File: src/rtl/ball_ctrl.sv
// Pong ball controller: per-frame motion, wall/paddle bounce, miss detection and sprite pixel masking.
// Optional BALL_SPEEDUP_EN: every fourth paddle hit raises the horizontal speed by 1, up to VEL_MAX.
module ball_ctrl #(
  parameter int H_MAX       = 640,
  parameter int V_MAX       = 480,
  parameter int VEL         = 2,
  parameter int VEL_MAX     = 6,
  parameter int L_PAD_X     = 32,
  parameter int R_PAD_X     = 600,
  parameter int PAD_W       = 4,
  parameter int PAD_H       = 72,
  parameter int MISS_FRAMES = 60
) (
  input  logic       clk,
  input  logic       reset_n,
  input  logic       refresh_tick,
  input  logic [9:0] pixel_x,
  input  logic [9:0] pixel_y,
  input  logic [9:0] l_pad_y,
  input  logic [9:0] r_pad_y,
  input  logic       serve,
  input  logic       serve_dir,
  output logic [2:0] rom_row_addr,
  input  logic [7:0] rom_row_data,
  output logic       ball_on,
  output logic [9:0] ball_x,
  output logic [9:0] ball_y,
  output logic       hit,
  output logic       miss_l,
  output logic       miss_r,
  output logic       busy
);

  localparam int VW = $clog2(VEL_MAX + 1);
  localparam int CW = $clog2(MISS_FRAMES + 1);
  localparam logic [9:0] X_CTR = 10'((H_MAX - 8) / 2);
  localparam logic [9:0] Y_CTR = 10'((V_MAX - 8) / 2);
  localparam logic signed [10:0] H_S   = 11'(H_MAX);
  localparam logic signed [10:0] V_S   = 11'(V_MAX);
  localparam logic signed [10:0] LPX_S = 11'(L_PAD_X);
  localparam logic signed [10:0] RPX_S = 11'(R_PAD_X);
  localparam logic signed [10:0] PW_S  = 11'(PAD_W);
  localparam logic signed [10:0] PH_S  = 11'(PAD_H);
  localparam logic signed [10:0] SZ_S  = 11'sd8;

  typedef enum logic [1:0] {S_IDLE, S_MOVE, S_MISS} state_e;

  state_e        state_q, state_d;
  logic [9:0]    bx_q, bx_d, by_q, by_d;
  logic          dx_q, dx_d, dy_q, dy_d;
  logic [CW-1:0] cnt_q, cnt_d;
  logic          hit_q, hit_d, miss_l_q, miss_l_d, miss_r_q, miss_r_d;
  logic          ball_on_q, ball_on_d;
  logic [VW-1:0] vx, vy;
  logic          serve_go;

  logic signed [10:0] sx, sy, sl, sr, svx, svy;
  logic               l_ovl, r_ovl, in_box;
  logic [2:0]         col;

  assign vy       = VW'(VEL);
  assign serve_go = (state_q == S_IDLE) && serve;

  // Rendering path: row/column offsets wrap mod 8, in_box qualifies them.
  assign rom_row_addr = pixel_y[2:0] - by_q[2:0];
  assign col          = pixel_x[2:0] - bx_q[2:0];
  assign in_box = ({1'b0, pixel_x} >= {1'b0, bx_q}) && ({1'b0, pixel_x} < {1'b0, bx_q} + 11'd8) &&
                  ({1'b0, pixel_y} >= {1'b0, by_q}) && ({1'b0, pixel_y} < {1'b0, by_q} + 11'd8);
  assign ball_on_d = in_box && rom_row_data[3'd7 - col];

  assign sx    = {1'b0, bx_q};
  assign sy    = {1'b0, by_q};
  assign sl    = {1'b0, l_pad_y};
  assign sr    = {1'b0, r_pad_y};
  assign svx   = 11'(vx);
  assign svy   = 11'(vy);
  assign l_ovl = (sy + SZ_S > sl) && (sy < sl + PH_S);
  assign r_ovl = (sy + SZ_S > sr) && (sy < sr + PH_S);

`ifdef BALL_SPEEDUP_EN
  logic [1:0]    hc_q;
  logic [VW-1:0] vx_q;
  always_ff @(posedge clk) begin
    if (!reset_n || serve_go) begin
      hc_q <= '0;
      vx_q <= VW'(VEL);
    end else if (hit_d) begin
      hc_q <= hc_q + 2'd1;
      if (hc_q == 2'd3 && vx_q < VW'(VEL_MAX)) vx_q <= vx_q + VW'(1);
    end
  end
  assign vx = vx_q;
`else
  assign vx = VW'(VEL);
`endif

  always_comb begin
    state_d  = state_q;
    bx_d     = bx_q;
    by_d     = by_q;
    dx_d     = dx_q;
    dy_d     = dy_q;
    cnt_d    = cnt_q;
    hit_d    = 1'b0;
    miss_l_d = 1'b0;
    miss_r_d = 1'b0;
    case (state_q)
      S_IDLE: begin
        if (serve) begin
          dx_d    = serve_dir;
          dy_d    = 1'b1;
          state_d = S_MOVE;
        end
      end
      S_MOVE: begin
        if (refresh_tick) begin
          if (!dx_q && sx < svx) begin
            bx_d = '0;  miss_l_d = 1'b1;  state_d = S_MISS;
          end else if (dx_q && sx + SZ_S + svx > H_S) begin
            bx_d = 10'(H_MAX - 8);  miss_r_d = 1'b1;  state_d = S_MISS;
          end else if (!dx_q && sx >= LPX_S && sx <= LPX_S + PW_S && l_ovl) begin
            dx_d = 1'b1;  bx_d = 10'(L_PAD_X + PAD_W);  hit_d = 1'b1;
          end else if (dx_q && sx + SZ_S >= RPX_S && sx + SZ_S <= RPX_S + PW_S && r_ovl) begin
            dx_d = 1'b0;  bx_d = 10'(R_PAD_X - 8);  hit_d = 1'b1;
          end else if (dx_q) begin
            bx_d = bx_q + 10'(vx);
          end else begin
            bx_d = bx_q - 10'(vx);
          end
          // Vertical axis is resolved independently so corner hits flip both directions.
          if (!dy_q && sy < svy) begin
            by_d = '0;  dy_d = 1'b1;
          end else if (dy_q && sy + SZ_S + svy > V_S) begin
            by_d = 10'(V_MAX - 8);  dy_d = 1'b0;
          end else if (dy_q) begin
            by_d = by_q + 10'(vy);
          end else begin
            by_d = by_q - 10'(vy);
          end
        end
      end
      S_MISS: begin
        if (refresh_tick) begin
          if (cnt_q == CW'(MISS_FRAMES - 1)) begin
            cnt_d = '0;  bx_d = X_CTR;  by_d = Y_CTR;  state_d = S_IDLE;
          end else begin
            cnt_d = cnt_q + CW'(1);
          end
        end
      end
      default: state_d = S_IDLE;
    endcase
  end

  always_ff @(posedge clk) begin
    if (!reset_n) begin
      state_q   <= S_IDLE;
      bx_q      <= X_CTR;
      by_q      <= Y_CTR;
      dx_q      <= 1'b1;
      dy_q      <= 1'b1;
      cnt_q     <= '0;
      hit_q     <= 1'b0;
      miss_l_q  <= 1'b0;
      miss_r_q  <= 1'b0;
      ball_on_q <= 1'b0;
    end else begin
      state_q   <= state_d;
      bx_q      <= bx_d;
      by_q      <= by_d;
      dx_q      <= dx_d;
      dy_q      <= dy_d;
      cnt_q     <= cnt_d;
      hit_q     <= hit_d;
      miss_l_q  <= miss_l_d;
      miss_r_q  <= miss_r_d;
      ball_on_q <= ball_on_d;
    end
  end

  assign ball_x  = bx_q;
  assign ball_y  = by_q;
  assign hit     = hit_q;
  assign miss_l  = miss_l_q;
  assign miss_r  = miss_r_q;
  assign ball_on = ball_on_q;
  assign busy    = (state_q != S_IDLE);

endmodule
File: config.mk
export PLATFORM = sky130hd
export DESIGN_NAME = ball_ctrl
export DESIGN_NICKNAME = d
export VERILOG_FILES = /design/src/rtl/ball_ctrl.sv
export SDC_FILE = /design/constraint.sdc
export NUM_CORES = 1
export LEC_CHECK = 0
export BUFFER_PORTS_ARGS = -buffer_cell sky130_fd_sc_hd__buf_2
export CAP_MARGIN = 25
export CORE_AREA = 4 4 111 113
export DETAILED_ROUTE_END_ITERATION = 6
export DIE_AREA = 0 0 115 117
export GPL_TIMING_DRIVEN = 0
export PLACE_DENSITY = 0.7
export SETUP_SLACK_MARGIN = 0.5
export SYNTH_ARGS = -nofsm -noshare
export SYNTH_HDL_FRONTEND = slang
export SYNTH_SLANG_ARGS = --single-unit
export TNS_END_PERCENT = 20
File: constraint.sdc
create_clock -name clk -period 4.1 [get_ports clk]
set_clock_uncertainty 0.2 [all_clocks]
set_input_delay 0.41 -clock clk [delete_from_list [all_inputs] [get_ports clk]]
set_output_delay 0.41 -clock clk [all_outputs]
set_load 0.05 [all_outputs]
==> impl_metrics.toml, run 1 <==
[outcome]
status = "completed"

[critical_path]
crit_path_start_kind = "register"
required_ps = 4070
rrSetupSlack_ps = 670
crit_fanout = 10
arrival_ps = 3400
crit_type = "reg -> reg"
worstSetupEndpointType = "register"

[routing]
wl_per_cell_um = 17.29
vias = 4829
drc = 0
drt-total-wl_um = 14200
ant_nets = 0
drtPass1Iterations = 5
drtIter0Drc = 317
viasPerCell = 5.882

[global_routing]
grt_pass1_wl_um = 22360
grt_max_degree = 12
grt-ovfl-total = 0
antenna_found_initial = 0
grt_use_total_pct = 20.65
grt_pass1_vias = 4733

[placement]
placed_area_um2 = 5046
io_buffers = 77
routabilityCongestion = 0.9199
hpwl_um = 11170

[run]
max_cap_viol_count = 0

[power_and_ir_drop]
p_sw_share_pct = 33.18
power_frac_seq_pct = 32.3
power.share.combinational_pct = 33.0
clockPowerShare_pct = 34.7
p_leak_nw = 2.603
p_int_w = 0.0006723
p_switching_w = 0.0003338
ir_drop_v = 0.0001534
powerDensity_nw_per_um2 = 185.1

[timing]
period_minus_slack_ps = 3434
worst_pin_slew_ps = 769.8
setup_viol = 0
slew_headroom_pct = 48.28
slew_viol_final = 0
hold_viol_final = 0
clock.fmax_mhz = 291.2
hold_slack_ps = 209.5
setup_tns_ps = 0
fin_crit_sh_pct = 83.75
rsz0062_at_grt = "false"

[yosys]
synth_cell_types = 75
synth-seq-area-share_pct = 14.35
synth_area_um2 = 4466
synth_area_leaders = "ha_1 (20%), dfxtp_1 (14%), inv_1 (4.8%)"
yosys_most_used_dff = "dfxtp_1"
synth_area_leader_cell = "ha_1"
synth_edf_count = 0
ys_seq_elements = 32
avgSynthCellArea_um2 = 7.753
ys_async_sr_fraction_pct = 0
synth_warnings = 0
syn_inst = 576
synth_top_area_share_pct = 20.45

[floorplanning]
die_y_um = 117
num_io_pins = 81
start_util_pct = 39.45
rows = 39
die_x_um = 115
core-area_um2 = 11320
die-area_um2 = 13460

[clock_tree]
cts_buffer_depth = 2
h-tree-depth = 2
cts-root-buf = "clkbuf_16"
numCtsBuffers = 5
cts_tree = "yes"
cts.sinks = 32
clock_latency_ps = 280
clk_pin_slew_ps = 50

[layout]
fillCellCount = 1135
finalNetCount = 806
layout-drive-gt1-share_pct = 22.12
final_util_pct = 48.01
antenna_cells = 0
area_growth_pct = 21.71
finish.instance_area_um2 = 5435

[min_path]
min_path_type = "in -> reg"
==> per-stage QoR <==
step	setup WS, ps	instances	power [W]
3_5_place_dp	92.29	799	0.0006535
6_report	666.4	821	0.001006
3_3_place_gp	164.1	799	0.0006398
5_1_grt	499.3	821	0.001066
2_1_floorplan	557.4	579	0.0005543
4_1_cts	514.8	810	0.001008
==> registers in the layout, indices dropped and copies added (netlist names) <==
name and cells:
miss_l 1, cnt_q 6, hit 1, ball_on 1, dy_q 1, miss_r 1, state_q 2, ball_x 9
ball_y 9, dx_q 1
==> worst max-delay path, cell delays in order (launching register included) <==
cell and delay (ps):
dfxtp_4 370, buf_6 150, clkinvlp_4 120, ha_4 280, ha_1 300, and3_1 200
o311ai_0 130, a31oi_1 170, maj3_1 390, o211ai_1 330, o21ai_4 140, a22oi_1 190
mux2_2 350
==> worst paths after layout <==
check / startpoint / to / depth (start not counted)
worst max-delay path: ball_y[3]$_SDFFE_PN1P_ / dx_q$_SDFFE_PN1P_ / 12
worst min-delay path: refresh_tick / state_q[0]$_SDFFE_PN0P_ / 2
worst max register to register: ball_y[3]$_SDFFE_PN1P_ / dx_q$_SDFFE_PN1P_ / 12
worst min register to register: cnt_q[5]$_SDFFE_PN0P_ / cnt_q[5]$_SDFFE_PN0P_ / 2
==> cell families after synthesis <==
family	Yosys count	synth area share, %
AOI/OAI and AO/OA	161	24.35
other	1	0.08398
xor gates and xnor gates	34	8.097
adders and majority gates	76	21.57
muxes	10	2.914
buffers and inverters	81	7.481
and+or+nand+nor	181	21.16
DFF	32	14.35
==> routing by layer <==
metal  vias to the layer above  track usage, %  routed length [µm]
met2                       192           37.50                6923
met3                        27           2.879                 883
met5                         -               0                   0
met1                      2303           25.49                6146
li1                       2307               -                   -
met4                         0           5.790                 241
==> cells in the final DEF (no fill, tap or decap), types with 4 or more instances in the layout <==
| master | n |
|---|---|
| clkbuf_16 | 5 |
| inv_1 | 56 |
| a211oi_1 | 6 |
| nand3_1 | 26 |
| a31oi_1 | 11 |
| dfxtp_1 | 26 |
| o21ai_0 | 31 |
| and2_1 | 8 |
| o211ai_1 | 7 |
| a21oi_1 | 41 |
| dfxtp_4 | 4 |
| o21a_1 | 8 |
| o31ai_1 | 7 |
| mux2i_1 | 4 |
| nand2b_1 | 6 |
| nand2_1 | 34 |
| xor2_1 | 5 |
| nor2b_1 | 7 |
| nor3_1 | 14 |
| mux2_2 | 4 |
| buf_4 | 21 |
| clkbuf_1 | 11 |
| xnor2_1 | 20 |
| conb_1 | 4 |
| and3_1 | 7 |
| buf_2 | 78 |
| ha_1 | 70 |
| a21o_1 | 11 |
| nand4_1 | 11 |
| or3_1 | 7 |
| nor2_1 | 36 |
==> final cells by class <==
type	instances	area [µm²]	share of cell area, %
Clock buffer	6	128.9	2.371
Tap cell	143	178.9	3.292
Buffer	23	137.6	2.532
Timing Repair Buffer	92	498.0	9.162
Clock inverter	1	5.005	0.09208
Inverter	58	221.5	4.075
Sequential cell	32	658.1	12.11
Multi-Input combinational cell	466	3607	66.37
==> synth_stat cells, types with 11 or more instances <==
| cell type | count |
|---|---|
| xnor2_1 | 22 |
| o21ai_0 | 31 |
| nand3_1 | 27 |
| a21oi_1 | 41 |
| nor3_1 | 14 |
| nor2_1 | 36 |
| dfxtp_1 | 32 |
| inv_1 | 57 |
| a31oi_1 | 11 |
| a21o_1 | 11 |
| nand2_1 | 34 |
| ha_1 | 73 |
| nand4_1 | 11 |
==> power by group through the flow <==
stage          combinational, W  sequential (W)  clock, W
6_report               0.000332        0.000325  0.000349
5_1_grt                0.000367        0.000325  0.000374
4_1_cts                0.000325        0.000326  0.000357
3_5_place_dp           0.000320        0.000333         0
3_3_place_gp           0.000307        0.000333         0
2_1_floorplan          0.000213        0.000341         0
==> timing repair <==
action,in CTS,in global routing
resized for setup,14,15
endpoints found under the setup margin,9,4
hold buffers,0,0
setup buffers,4,11
pin swaps,3,8
Power figures use the tool's default switching activity.
==> inputs of run 2 (changes only) <==
- ABC_AREA: default -> 1
- CORE_AREA: 4 4 111 113 -> 4 4 113 115
- DIE_AREA: 0 0 115 117 -> 0 0 117 119
- PLACE_DENSITY: 0.7 -> 0.72
- clock period: 4.1 -> 3 ns (I/O delays scaled with it)
==> run 2 against run 1 <==
Effect of this change:
- hold slack lost 110 ps
- sequential cell count is the same
- first-iteration DRC count shrank 2.5%
- maximum frequency grew 30%
- via count grew 6.6%
- power grew 74%
- sequential share of layout area shrank 0.58 points
- final cell count grew 23%
- critical path type unchanged
- critical endpoint is now ball_x[3]$_SDFFE_PN1P_
- largest cell class unchanged
==> impl_metrics.toml, run 2 <==
[routing]
drtPass1Iterations = 7
viasPerCell = 5.108
wl_per_cell_um = 13.44
drtIter0Drc = 309
vias = 5149
drc = 0
drt-total-wl_um = 13550
ant_nets = 0

[yosys]
ys_seq_elements = 32
synth_common_cells = "nand2_1 (226), inv_1 (99), ha_1 (73), nor2_1 (67), nand3_1 (46)"
synth_edf_count = 0
synth_cell_types = 50
synth_area_um2 = 4656
synth_area_leader_cell = "ha_1"
ys_async_sr_fraction_pct = 0
yosys.cell_count.top_type = "nand2_1"
synth_warnings = 0
yosys_most_used_dff = "dfxtp_1"
synth_top_area_share_pct = 19.62
synth-seq-area-share_pct = 13.76
avgSynthCellArea_um2 = 6.183
syn_inst = 753
synth_area_leaders = "ha_1 (20%), nand2_1 (18%), dfxtp_1 (14%)"

[timing]
fin_crit_sh_pct = 87.97
hold_slack_ps = 98.50
setup_viol = 0
setup_tns_ps = 0
worst_pin_slew_ps = 516.3
slew_headroom_pct = 65.58
period_minus_slack_ps = 2639
hold_viol_final = 0
rsz0062_at_grt = "true"
clock.fmax_mhz = 378.9
slew_viol_final = 0

[global_routing]
grt_max_degree = 13
grt_use_total_pct = 18.87
grt_pass1_wl_um = 21800
grt_pass1_vias = 4846
antenna_found_initial = 0
grt-ovfl-total = 0

[power_and_ir_drop]
powerDensity_nw_per_um2 = 299.8
ir_drop_v = 0.0002073
p_leak_nw = 3.015
fin_total_pwr_w = 0.001751

[critical_path]
crit_fanout = 5
crit_type = "reg -> reg"
required_ps = 3010
crit_path_start_kind = "register"
worstSetupEndpointType = "register"
arrival_ps = 2650

[floorplanning]
die-area_um2 = 13920
die_y_um = 119
start_util_pct = 39.42
die_x_um = 117
num_io_pins = 81
rows = 40
core-area_um2 = 11810

[outcome]
status = "completed"

[clock_tree]
cts_tree = "yes"
h-tree-depth = 2
numCtsBuffers = 5
clock_latency_ps = 270
cts_buffer_depth = 2
cts-root-buf = "clkbuf_16"
clk_pin_slew_ps = 50
cts.sinks = 32

[layout]
layout-drive-gt1-share_pct = 22.18
multi_input_area_um2 = 3765
mostFrequentLayoutCell = "nand2_1"
antenna_cells = 0
finalNetCount = 988
final_util_pct = 49.44
area_growth_pct = 25.42
regArea_um2 = 673.1
fillCellCount = 1211
mostFrequentLayoutCells = "nand2_1 (219), inv_1 (89), buf_2 (79), ha_1 (65), nor2_1 (63)"

[placement]
io_buffers = 77
hpwl_um = 10520
routabilityCongestion = 0.9121

[min_path]
min_path_type = "in -> reg"

[run]
max_cap_viol_count = 0
==> run 2: cell types whose count changed after synthesis, sizes merged, moves of 8 or more <==
cell   change
nand3     +19
xnor2     -17
a21o       -9
nand2    +201
and2       -8
nand4      +8
and3       -9
nor2      +35
xor2      +20
nor2b      -8
inv       +47
a31oi     -10
==> run 2: metal layers <==
layer	routed length (µm)	vias up	global-route usage, %
li1	-	2663	-
met1	6419	2287	25.73
met2	6202	175	31.33
met3	638	24	1.880
met4	288	0	5.305
met5	0	-	0
==> run 2: area by class of cell <==
type | count | area share (%)
Clock inverter | 1 | 0.08571
Clock buffer | 7 | 2.636
Multi-Input combinational cell | 606 | 64.47
Buffer | 12 | 1.500
Inverter | 107 | 7.328
Tap cell | 147 | 3.150
Sequential cell | 32 | 11.53
Timing Repair Buffer | 96 | 9.299
==> run 2: critical path: stages, from the launching register on <==
cell and delay (ps):
dfxtp_4 410, ha_4 160, nand2_4 60, inv_4 60, nand3_4 90, xor2_4 190
ha_4 290, nand2_2 50, nor3b_2 160, nand2_1 70, nor2_1 100, nand2_1 60
nand2_1 70, nor2_2 50, nand2_2 140, nand2_2 80, inv_2 70, nand3_1 80
nand2_1 90, nand2_1 50, nand2_1 40
==> run 2: stage by stage <==
stage	instance area (µm²)	instances	setup slack (ps)
final	5839	1008	360.8
after global routing	5839	1008	212.0
after CTS	5638	998	410.4
after detailed placement	5305	980	120.2
after global placement	5305	980	87.03
after floorplan	4736	756	457.3
==> run 2: final timing paths <==
kind                                              from                 endpoint  slack, ps  depth (start not counted)
worst max-delay path            ball_y[3]$_SDFFE_PN1P_   ball_x[3]$_SDFFE_PN1P_        360                         20
worst min-delay path                             serve  state_q[0]$_SDFFE_PN0P_        100                          3
worst max register to register  ball_y[3]$_SDFFE_PN1P_   ball_x[3]$_SDFFE_PN1P_        360                         20
worst min register to register   cnt_q[5]$_SDFFE_PN0P_    cnt_q[5]$_SDFFE_PN0P_        270                          2
==> run 2: what timing repair did <==
action	in CTS	in global routing
gates cloned	0	1
setup buffers	10	9
gates resized for setup	20	30
endpoints found under the setup margin	19	23
hold buffers	0	0
endpoints found under the hold margin	0	0
pin swaps	24	16
==> run 2: where the power goes <==
group          internal [W]  switching [W]
Clock              0.000356       0.000178
Sequential         0.000442      0.0000378
Combinational      0.000277       0.000460
Total               0.00108       0.000675
==> run 2: kinds of logic after synthesis <==
group | Yosys count | synth area share (%)
adders and majority gates | 75 | 20.48
and+or+nand+nor | 394 | 36.39
xor gates and xnor gates | 34 | 6.558
AOI/OAI and AO/OA | 98 | 12.31
buffers and inverters | 119 | 10.43
other | 1 | 0.08055
DFF | 32 | 13.76
